**src/rtl/note_tone_generator.sv**
```systemverilog
// Square-wave tone generator for a 5-bit note index (0 = silence, 1..21 = C4..B6).
// Note changes and releases are sampled only at the end of a LOW phase, so every period is whole.
module note_tone_generator #(
  parameter int CLK_HZ = 100_000_000,
  parameter int CNT_W  = 24
) (
  input  logic       clk,
  input  logic       rst,
  input  logic [4:0] note_in,
  output logic       tone_out,
  output logic       playing,
  output logic [4:0] cur_note
);

  localparam logic [1:0] S_IDLE = 2'd0;
  localparam logic [1:0] S_HIGH = 2'd1;
  localparam logic [1:0] S_LOW  = 2'd2;

  // Half-period length in clock cycles for each note; elaborates to constants.
  function automatic logic [CNT_W-1:0] half_of(input logic [4:0] n);
    case (n)
      5'd1:    half_of = CNT_W'(CLK_HZ / (2 * 262));
      5'd2:    half_of = CNT_W'(CLK_HZ / (2 * 294));
      5'd3:    half_of = CNT_W'(CLK_HZ / (2 * 330));
      5'd4:    half_of = CNT_W'(CLK_HZ / (2 * 349));
      5'd5:    half_of = CNT_W'(CLK_HZ / (2 * 392));
      5'd6:    half_of = CNT_W'(CLK_HZ / (2 * 440));
      5'd7:    half_of = CNT_W'(CLK_HZ / (2 * 494));
      5'd8:    half_of = CNT_W'(CLK_HZ / (2 * 523));
      5'd9:    half_of = CNT_W'(CLK_HZ / (2 * 587));
      5'd10:   half_of = CNT_W'(CLK_HZ / (2 * 659));
      5'd11:   half_of = CNT_W'(CLK_HZ / (2 * 698));
      5'd12:   half_of = CNT_W'(CLK_HZ / (2 * 784));
      5'd13:   half_of = CNT_W'(CLK_HZ / (2 * 880));
      5'd14:   half_of = CNT_W'(CLK_HZ / (2 * 988));
      5'd15:   half_of = CNT_W'(CLK_HZ / (2 * 1047));
      5'd16:   half_of = CNT_W'(CLK_HZ / (2 * 1175));
      5'd17:   half_of = CNT_W'(CLK_HZ / (2 * 1319));
      5'd18:   half_of = CNT_W'(CLK_HZ / (2 * 1397));
      5'd19:   half_of = CNT_W'(CLK_HZ / (2 * 1568));
      5'd20:   half_of = CNT_W'(CLK_HZ / (2 * 1760));
      5'd21:   half_of = CNT_W'(CLK_HZ / (2 * 1976));
      default: half_of = '0;
    endcase
  endfunction

  logic [1:0]       state;
  logic [CNT_W-1:0] cnt;
  logic [CNT_W-1:0] half_reg;
  logic             note_valid;
  logic             phase_end;

  assign note_valid = (note_in != 5'd0) && (note_in <= 5'd21);
  assign phase_end  = (cnt == half_reg - CNT_W'(1));
  assign playing    = (state != S_IDLE);

  // NOTE: state registers use non-blocking assignments so every flop samples pre-edge values.
  always_ff @(posedge clk or posedge rst) begin
    if (rst) begin
      state    <= S_IDLE;
      cnt      <= '0;
      half_reg <= '0;
      cur_note <= 5'd0;
      tone_out <= 1'b0;
    end else begin
      case (state)
        S_IDLE: begin
          if (note_valid) begin
            cur_note <= note_in;
            half_reg <= half_of(note_in);
            cnt      <= '0;
            tone_out <= 1'b1;
            state    <= S_HIGH;
          end
        end
        S_HIGH: begin
          if (phase_end) begin
            cnt      <= '0;
            tone_out <= 1'b0;
            state    <= S_LOW;
          end else begin
            cnt <= cnt + CNT_W'(1);
          end
        end
        S_LOW: begin
          if (!phase_end) begin
            cnt <= cnt + CNT_W'(1);
          end else if (note_valid) begin
            cur_note <= note_in;
            half_reg <= half_of(note_in);
            cnt      <= '0;
            tone_out <= 1'b1;
            state    <= S_HIGH;
          end else begin
            cur_note <= 5'd0;
            half_reg <= '0;
            cnt      <= '0;
            tone_out <= 1'b0;
            state    <= S_IDLE;
          end
        end
        default: begin
          cur_note <= 5'd0;
          half_reg <= '0;
          cnt      <= '0;
          tone_out <= 1'b0;
          state    <= S_IDLE;
        end
      endcase
    end
  end

endmodule

```
**config.mk**
```make
export PLATFORM = sky130hd
export DESIGN_NAME = note_tone_generator
export DESIGN_NICKNAME = d
export VERILOG_FILES = /design/src/rtl/note_tone_generator.sv
export SDC_FILE = /design/constraint.sdc
export NUM_CORES = 1
export LEC_CHECK = 0
export BUFFER_PORTS_ARGS = -buffer_cell sky130_fd_sc_hd__buf_2
export CORE_ASPECT_RATIO = 1.1
export CORE_MARGIN = 2
export CORE_UTILIZATION = 55
export DETAILED_ROUTE_END_ITERATION = 8
export HOLD_SLACK_MARGIN = 0.08
export PLACE_DENSITY = 0.72
export SLEW_MARGIN = 10
export SYNTH_ARGS = -nofsm -noshare
export SYNTH_HDL_FRONTEND = slang
export SYNTH_SLANG_ARGS = --single-unit
export TNS_END_PERCENT = 10
```
**constraint.sdc**
```tcl
create_clock -name clk -period 5 [get_ports clk]
set_input_delay 0 -clock clk [delete_from_list [all_inputs] [get_ports clk]]
set_output_delay 0 -clock clk [all_outputs]
set_load 0.05 [all_outputs]
```
==> reports/qor.yml <==
vias_per_cell: 6.32
path_cells: "inv_1, ha_1, nor4b_1, buf_4, a2111oi_0, nor4_1, o21bai_1, and4b_1, o2111ai_4, a211o_1, mux2_2"
power.total_mw: 2.13
cts.sinks: 50
layout-drive-gt1-share_pct: 9.47
cts_tree: "done"
synth_compound_area_share_pct: 18.3
area_delta_synth_final_pct: 3.18
syn-instance-count: 493
yosys_warnings: 0
mostFrequentLayoutCells: "nor2_1, dfrtp_1, a21oi_1"
r2r-end: "half_reg[16]$_DFFE_PP0P_"
fmax_mhz: 262
fin_crit_ns: 3.81
place_hpwl_um: 7270
crit_arrival_ns: 4.01
num_antenna_cells: 0
numPortBuffers: 13
yosys.area_share.simple_pct: 24.4
slowest_delay_ns: 0.85
cp-endpoint: "half_reg[16]$_DFFE_PP0P_"
layout_commonest_cell: "nor2_1"
period_share_pct: 76.2
p_clk_share_pct: 10.9
yosys_most_used_dff: "dfrtp_1"
antenna_left: 0
skew_ns: 0.0112
worstPathRequired_ns: 5.19
grt_max_degree: 51
ys_seq_area_share_pct: 30.3
grt_pass1_vias: 3366
final_nets: 511
crit_path_end_kind: "register"
drc: 0
maxCapViolCount: 0
syn-num-nets: 518
io_pins: 14
stdcell_count: 573
synth_cell_type_count: 64
ys_ff_latch: 50
grt-ovfl-total: 0
synth_top_family_by_area: "simple AND/OR/NAND/NOR gates"
synth.top_cell.area_share_pct: 30.3
synthMuxAreaShare_pct: 6.12
synthArstFlopShare_pct: 100
rsz0062_at_grt: "no"
power_density_mw_per_mm2: 499
grt_first_pass_wirelength_um: 16400
cts_made_buffers: 5
clk_pin_slew_ns: 0.10
fp.coreArea_mm2: 0.00735
dr.first_iter.drc_count: 251
antenna_found_initial: 0
synthTopCellsByArea: "dfrtp_1, nor2_1, ha_1"
final_util_pct: 58.0
cts_resized: 0
share_comb_of_total_power_pct: 59.2
setup_viol: 0
setup.worst_path.start_class: "register"
power_frac_seq_pct: 29.9
die_h_um: 94.9
power.internal_mw: 1.11
postCtsSetupBuffers: 0
r2r_slack_ns: 1.19
max_slew_margin_pct: 25.4
num_rows: 33
avgSynthCellArea_um2: 8.38
tns_ns: 0
p_sw_mw: 1.02
largest_reg_flops: 24
cts-root-buf: "clkbuf_8"
crit_start: "half_reg[0]$_DFFE_PP0P_"
postLayoutSetupSlackWorst_ns: 1.19
initial_core_util_pct: 56.2
vias: 3622
dieArea_mm2: 0.00822
rr_startpoint: "half_reg[0]$_DFFE_PP0P_"
synth_xor_area_share_pct: 9.90
totalWireLength_um: 9890
first_pass_iters: 5
p_leak_nw: 1.86
hold_class: "in -> reg"
postCtsHoldBufs: 1
dieWidth_um: 86.6
path_max_fanout: 24
finalMaxSlewViolations: 0
cts.path.max_buffers: 2
reg2reg_depth: 11
swShare_pct: 48.1
synth-edff-count: 0
grt_use_total_pct: 25.2
h-tree-depth: 2
tightest_slew_ns: 1.11
clock_latency_ns: 0.31
ir_drop_mv: 0.311
yosys.area.top_type: "dfrtp_1"
run_status: "completed"
finalHoldViolCount: 0
dp.cells: 565
crit_slowest_cell: "a211o_1"
path_class: "reg -> reg"
synth_area_mm2: 0.00413
wire_per_inst_um: 17.3
synthAdderAreaFrac_pct: 5.45
pre_cts_ws_ns: 1.23
gp_congestion: 0.985
[synth_stat cells, types with 8 or more instances]
library cell,n
nand3_1,16
nor2_1,76
nand2_1,24
nor2b_1,8
a211oi_1,12
ha_1,18
nor4_1,9
o21ai_0,18
mux2_4,9
nor3_1,23
xor2_1,22
a22o_1,10
inv_1,17
a21oi_1,27
clkbuf_1,21
dfrtp_1,50
xnor2_1,22
[critical path: cells and delay by family (launching register included)]
| kind | cells | cell delay, ns |
|---|---|---|
| buffers and inverters | 2 | 0.31 |
| AOI/OAI and AO/OA | 4 | 1.24 |
| muxes | 1 | 0.42 |
| DFF | 1 | 0.47 |
| and+or+nand+nor | 3 | 0.95 |
| adders and majority gates | 1 | 0.31 |
[worst min path at each step]
| stage | endpoint | slack (ns) | from | depth (start not counted) |
|---|---|---|---|---|
| after floorplan | cnt[0]$_DFFE_PP0P_ | 0.34 | rst | 1 |
| after global routing | cur_note[0]$_DFFE_PP0P_ | 0.17 | note_in[0] | 2 |
| after global placement | cnt[14]$_DFFE_PP0P_ | 0.30 | rst | 2 |
| final | cur_note[0]$_DFFE_PP0P_ | 0.16 | note_in[0] | 2 |
| after detailed placement | cnt[13]$_DFFE_PP0P_ | 0.33 | rst | 2 |
| after CTS | cur_note[0]$_DFFE_PP0P_ | 0.15 | note_in[0] | 2 |
[cell type report]
| cell class | instances | area [um2] |
|---|---|---|
| fillers | 683 | 3090 |
| inverters | 19 | 71.3 |
| multi-input cells | 393 | 2650 |
| repair buffers | 17 | 97.6 |
| well taps | 87 | 109 |
| flip-flops and latches | 50 | 1250 |
| clock inverters | 2 | 15.0 |
| clock buffers | 5 | 68.8 |
[per-stage QoR]
stage	hold slack, ns	cell area [um2]
CTS	0.154	4260
finish	0.161	4260
floorplan	0.345	4130
detailed placement	0.326	4170
global route	0.167	4260
global placement	0.301	4170
[metal layers]
layer | wire length [um] | vias up | track usage [%]
met5 | 0 | - | 0
met4 | 187 | 0 | 8.46
li1 | - | 1762 | -
met1 | 4430 | 1741 | 33.1
met2 | 4900 | 101 | 42.8
met3 | 372 | 18 | 3.06
[cell families after synthesis]
family	after synthesis
AOI/OAI and AO/OA	109
adders and majority gates	18
buffers and inverters	50
xor gates and xnor gates	45
muxes	20
DFF	50
and+or+nand+nor	201
[power by group through the flow]
stage          Sequential, mW  Clock [mW]  Combinational [mW]
2_1_floorplan           0.661           0               0.983
3_3_place_gp            0.637           0                1.23
3_5_place_dp            0.639           0                1.24
4_1_cts                 0.632       0.239                1.25
5_1_grt                 0.653       0.255                1.37
6_report                0.637       0.232                1.26
Note: power is estimated with default switching activity, not from simulation.
